==> src/rtl/rom_pixel_streamer.sv <==
// rom_pixel_streamer: reads the image ROM in ascending address order and presents the
// frame as a valid/ready pixel stream. Each issued address is tracked through a
// ROM_LAT-deep pipe, and returned bytes go into a small FIFO. An issue credit check
// keeps the FIFO from ever overflowing under downstream back-pressure.
// When the FIFO is empty, a returning byte bypasses it so it is presented in the same
// cycle it arrives.
// Optional feature macro: STREAM_CHECKSUM_EN adds csum/csum_vld (frame pixel sum).
//
// state  | meaning
// IDLE   | waiting for start, rom_addr parked at 0
// RUN    | issuing addresses under FIFO credit
// DRAIN  | all addresses issued, emptying pipe and FIFO
// DONE   | last pixel accepted, one-cycle done pulse
`timescale 1ns/1ps

module rom_pixel_streamer #(
   parameter int ADDR_W     = 15,
   parameter int DATA_W     = 8,
   parameter int NUM_PIX    = 32768,
   parameter int ROM_LAT    = 2,
   parameter int FIFO_DEPTH = 4
) (
   input  logic              clk,
   input  logic              rst,
   input  logic              start,
   output logic [ADDR_W-1:0] rom_addr,
   input  logic [DATA_W-1:0] rom_q,
   output logic [DATA_W-1:0] pix_data,
   output logic              pix_valid,
   input  logic              pix_ready,
   output logic              pix_last,
   output logic              busy,
   output logic              done
`ifdef STREAM_CHECKSUM_EN
   ,
   output logic [31:0]       csum,
   output logic              csum_vld
`endif
);

   localparam int PTR_W = (FIFO_DEPTH > 1) ? $clog2(FIFO_DEPTH) : 1;
   localparam int CNT_W = $clog2(FIFO_DEPTH + 1);
   localparam int OCC_W = $clog2(FIFO_DEPTH + ROM_LAT + 2) + 1;
   localparam logic [ADDR_W-1:0] LAST_ADDR = ADDR_W'(NUM_PIX - 1);

   typedef enum logic [1:0] {S_IDLE, S_RUN, S_DRAIN, S_DONE} state_t;

   state_t              state_q, state_d;
   logic                run_en;

   logic [ADDR_W-1:0]   addr_q;
   logic [ADDR_W-1:0]   last_q;
   logic                is_last_addr;
   logic                issue;

   logic [ROM_LAT-1:0]  vld_sr_q;
   logic [ROM_LAT-1:0]  lst_sr_q;
   logic                push;
   logic                push_last;

   logic [DATA_W:0]     mem_q [FIFO_DEPTH];
   logic [PTR_W-1:0]    wr_ptr_q, rd_ptr_q;
   logic [CNT_W-1:0]    count_q, count_d;
   logic                fifo_empty;
   logic                pop;
   logic                wr_en, rd_en;
   logic [OCC_W-1:0]    occ;

   // FSM state register
   always_ff @(posedge clk) begin
      if (rst) state_q <= S_IDLE;
      else     state_q <= state_d;
   end

   // FSM next-state logic
   always_comb begin
      state_d = state_q;
      case (state_q)
         S_IDLE:  if (start) state_d = S_RUN;
         S_RUN:   if (issue && is_last_addr) state_d = S_DRAIN;
         S_DRAIN: if (pop && pix_last) state_d = S_DONE;
         S_DONE:  state_d = S_IDLE;
         default: state_d = S_IDLE;
      endcase
   end

   // FSM outputs
   always_comb begin
      busy   = 1'b0;
      done   = 1'b0;
      run_en = 1'b0;
      case (state_q)
         S_RUN:   begin busy = 1'b1; run_en = 1'b1; end
         S_DRAIN: busy = 1'b1;
         S_DONE:  done = 1'b1;
         default: ;
      endcase
   end

   assign is_last_addr = (addr_q == LAST_ADDR);
   assign push         = vld_sr_q[ROM_LAT-1];
   assign push_last    = lst_sr_q[ROM_LAT-1];
   assign fifo_empty   = (count_q == '0);

   // A returning byte bypasses an empty FIFO so the first pixel is not delayed
   assign pix_valid = !fifo_empty || push;
   assign pix_data  = fifo_empty ? rom_q : mem_q[rd_ptr_q][DATA_W-1:0];
   assign pix_last  = pix_valid && (fifo_empty ? push_last : mem_q[rd_ptr_q][DATA_W]);
   assign pop       = pix_valid && pix_ready;
   assign wr_en     = push && !(fifo_empty && pop);
   assign rd_en     = pop && !fifo_empty;
   assign count_d   = count_q + CNT_W'(wr_en) - CNT_W'(rd_en);

   // Issue credit: buffered plus in-flight bytes, less this cycle's pop, must leave room
   always_comb begin
      occ = OCC_W'(count_q);
      for (int i = 0; i < ROM_LAT; i++) occ = occ + OCC_W'(vld_sr_q[i]);
      issue = run_en && (occ < (OCC_W'(FIFO_DEPTH) + OCC_W'(pop)));
   end

   assign rom_addr = (state_q == S_IDLE) ? '0 : (issue ? addr_q : last_q);

   // Address counter, in-flight pipe and FIFO pointers
   always_ff @(posedge clk) begin
      if (rst) begin
         addr_q   <= '0;
         last_q   <= '0;
         vld_sr_q <= '0;
         lst_sr_q <= '0;
         wr_ptr_q <= '0;
         rd_ptr_q <= '0;
         count_q  <= '0;
      end else begin
         if (state_q == S_IDLE) begin
            addr_q <= '0;
            last_q <= '0;
         end else if (issue) begin
            last_q <= addr_q;
            // hold at the last address so a full 2**ADDR_W frame never wraps to 0
            if (!is_last_addr) addr_q <= addr_q + 1'b1;
         end
         vld_sr_q[0] <= issue;
         lst_sr_q[0] <= issue && is_last_addr;
         for (int i = 1; i < ROM_LAT; i++) begin
            vld_sr_q[i] <= vld_sr_q[i-1];
            lst_sr_q[i] <= lst_sr_q[i-1];
         end
         if (wr_en) wr_ptr_q <= wr_ptr_q + 1'b1;
         if (rd_en) rd_ptr_q <= rd_ptr_q + 1'b1;
         count_q <= count_d;
      end
   end

   // FIFO storage; contents need no reset since count_q gates every read
   always_ff @(posedge clk) begin
      if (wr_en) mem_q[wr_ptr_q] <= {push_last, rom_q};
   end

`ifdef STREAM_CHECKSUM_EN
   logic [31:0] csum_q;
   logic        csum_vld_q;

   // Running sum of accepted pixels, flagged valid from the DONE cycle until next start
   always_ff @(posedge clk) begin
      if (rst) begin
         csum_q     <= '0;
         csum_vld_q <= 1'b0;
      end else if (state_q == S_IDLE && start) begin
         csum_q     <= '0;
         csum_vld_q <= 1'b0;
      end else begin
         if (pop) csum_q <= csum_q + 32'(pix_data);
         if (state_q == S_DRAIN && state_d == S_DONE) csum_vld_q <= 1'b1;
      end
   end

   assign csum     = csum_q;
   assign csum_vld = csum_vld_q;
`endif

endmodule

==> config.mk <==
export PLATFORM = sky130hd
export DESIGN_NAME = rom_pixel_streamer
export DESIGN_NICKNAME = d
export VERILOG_FILES = /design/src/rtl/rom_pixel_streamer.sv
export SDC_FILE = /design/constraint.sdc
export NUM_CORES = 1
export LEC_CHECK = 0
export CORE_AREA = 3 3 148 78
export DETAILED_ROUTE_END_ITERATION = 7
export DIE_AREA = 0 0 151 81
export DONT_BUFFER_PORTS = 1
export PLACE_DENSITY_LB_ADDON = 0.2
export RECOVER_POWER = 25
export SYNTH_ARGS = -nofsm -noshare
export SYNTH_HDL_FRONTEND = slang
export SYNTH_SLANG_ARGS = --single-unit
==> constraint.sdc <==
create_clock -name clk -period 3.3 [get_ports clk]
set_input_delay 0.66 -clock clk [delete_from_list [all_inputs] [get_ports clk]]
set_output_delay 0.66 -clock clk [all_outputs]
set_load 0.02 [all_outputs]
==> results.md <==
* Largest net degree at the start of global routing at 30
* Vias at 2397
* Slew Viols, Final at 0
* Non-Filler Cell Area, Final at 4400 µm²
* Crit-path max FO at 8
* Fin. Hold Viols at 0
* CTS tree: done
* GPL Wtd Cong at 0.783
* Pwr dens at 736 nW/µm²
* Worst EP required at 2640 ps
* I/O Buffers at 0
* Warnings from Yosys at 0
* EDFF count, synth at 36
* Drt total wl at 7720 µm
* Area post-placement at 3840 µm²
* Num rows at 26
* Inst Count DP at 458
* Clock transition at the registers of the reported paths at 60 ps
* Top achievable clock speed at 0.304 GHz
* Clock Skew at 6.98 ps
* Gr ovfl total at 0
* Core Box Area at 10200 µm²
* XOR/XNOR Fraction of Synth Area at 0.0171
* Die width at 151 µm
* Hold Crit Class: primary input to flop
* Outcome: completed
* RSZ-0062 raised after global routing: true
* Area grow syn2layout at 22.6%
* Final period utilization at 0.997
* Synth Area in Compound Gates at 0.0597
* Drt initial violations at 111
* Slew HR at 0.483
* Pwr Total at 3.23 mW
* Die area at 12200 µm²
* Setup CP Type: flop to output port
* Drt wl/cell at 15.9 µm
* Largest family of logic cells by synthesized area: simple AND/OR/NAND/NOR gates
* Crit end category: output port
* Cell Count, Final, Fillers Out at 485
* Simple-gate area share of the yosys netlist at 0.178
* Syn nets at 341
* Number of global-route vias before repair at 2422
* Post-Syn Area at 3590 µm²
* Async SR Flop Fraction at 0
* Clock root cell: clkbuf_16
* H-tree Lvls at 3
* Vias/cell at 4.94
* Final min period at 3290 ps
* DRC viols at 0
* Overall routing resource usage at 0.131
* Peak supply drop at 290 µV
* Worst-Skew Late Latency at 330 ps
* Netlist cell types at 46
* # hold bufs at CTS at 0
* Inserted Diodes at 0
* CP Launch Type: flop
* First-pass GRT wire length at 12200 µm
* Syn Area/Cell at 11.4 µm²
* Ports at 39
* Clock tree buffer depth at 2
* Initial antenna violation count at 0
* Starting Density at 0.351
* Post-route ant nets at 0
* Total CTS buffers at 9
* DRT Pass-1 Iters at 4
* Post-DP HPWL at 4930 µm
* Post-Synth Adder-Cell Area at 0.0565
* Multiplexer area fraction after synthesis at 0.104
* Post-synth top flop: dfxtp_1
* Leakage at 1.52 nW
* Seq/Total Area, Yosys at 0.553
* # setup viols final at 0
* Synth Instances at 314
* Clock Sinks at 81
* Layout cells sized above 1 at 0.264
* Final Net Count at 367
* Crit path DAT at 2630 ps
* DIE HEIGHT at 81 µm
* Register bit total from synthesis at 81
* Worst hold slack at 384 ps
* Max_cap viols at 0
* Worst slew pin tran at 775 ps
[worst max-delay path: stages (launching register included)]
cell     delay, ps
dfxtp_1        320
inv_2           50
fa_2           560
nand2_2         70
o31a_4         370
nor2_4         140
buf_6          120
buf_12         150
mux2i_2        250
nor2_1          70
buf_4          190
[registers in the layout (all words and copies together) (netlist names), named ones only]
signal    count
rd_ptr_q      2
addr_q       15
state_q       2
count_q       3
wr_ptr_q      2
mem_q        36
last_q       15
lst_sr_q      2
vld_sr_q      2
[worst paths after layout]
kind,start,endpoint,slack (ps),cells past startpoint
worst max-delay path,vld_sr_q[0],rom_addr[14],10,10
worst min-delay path,rst,count_q[0],380,1
worst max register to register,vld_sr_q[0],addr_q[7],570,8
worst min register to register,lst_sr_q[0],lst_sr_q[1],430,1
[metrics by stage]
step / setup slack (ps) / setup TNS [ps] / utilization
detailed placement: 160 / 0 / 0.376
finish: 10.0 / 0 / 0.430
global route: -95.1 / -937 / 0.430
global placement: 199 / 0 / 0.376
floorplan: 262 / 0 / -
CTS: 12.2 / 0 / 0.412
[where the power goes]
part,internal (mW),switching [mW]
logic,0.443,0.680
registers,1.11,0.0850
clock network,0.514,0.406
[cell type report]
cell class,instances,area (µm²)
Inverter,14,52.6
Fill cell,986,5820
Clock buffer,9,225
Timing Repair Buffer,28,250
Multi-Input combinational cell,206,1650
Sequential cell,81,1990
Tap cell,140,175
Clock inverter,7,52.6
[cell families (layout without fill, tap and decap cells)]
logic type               Yosys count  after routing
AO/OA/AOI/OAI                     29             29
XOR/XNOR                           7              7
adder cells (fa/ha/maj)           15             15
buffers and inverters             27             58
flip-flops                        81             81
multiplexers                      26             26
AND/OR/NAND/NOR                  129            129
[layout by cell type, fill, tap and decap left out, types with 3 or more instances in the layout]
master	Yosys	layout
dfxtp_1	45	43
inv_1	14	11
clkbuf_16	0	9
inv_2	0	3
buf_4	2	24
or4_1	7	7
and2_1	5	5
nand2_1	36	35
xnor2_1	5	5
nor3_1	3	3
nand4_1	5	5
mux2i_2	0	3
edfxtp_1	36	36
mux4_2	9	9
ha_1	13	12
o31ai_1	8	8
nand3_1	8	8
mux2i_1	17	5
a21oi_1	13	13
mux2i_4	0	9
nor2_1	45	44
[layer usage]
layer	routed length (µm)	track usage	part of all wire
met1	3470	0.158	0.45
met2	3770	0.222	0.49
met3	382	0.0396	0.049
met4	102	0.0515	0.013
met5	0	0	0
[synth_stat cells, drive strengths merged (3+ instances only)]
| cell type | n | area, µm² |
|---|---|---|
| clkbuf | 8 | 30.0 |
| nand3 | 9 | 50.1 |
| edfxtp | 36 | 1080 |
| o31ai | 10 | 93.8 |
| dfxtp | 45 | 901 |
| nor3 | 3 | 15.0 |
| a21oi | 13 | 65.1 |
| ha | 13 | 163 |
| mux4 | 9 | 203 |
| or3 | 3 | 20.0 |
| nand4 | 6 | 43.8 |
| or4 | 9 | 72.6 |
| nand2 | 36 | 135 |
| mux2i | 17 | 170 |
| nor2 | 46 | 180 |
| and2 | 5 | 31.3 |
| buf | 4 | 23.8 |
| and4 | 4 | 37.5 |
| inv | 14 | 52.6 |
| xnor2 | 5 | 43.8 |
[timing repair]
| item | CTS | global route |
|---|---|---|
| endpoints found under the setup margin | 15 | 14 |
| pin swaps | 2 | 3 |
| gates cloned | 1 | 0 |
| buffers inserted | 3 | 7 |
| gates resized for setup | 10 | 27 |
(Power assumes the default switching activity.)
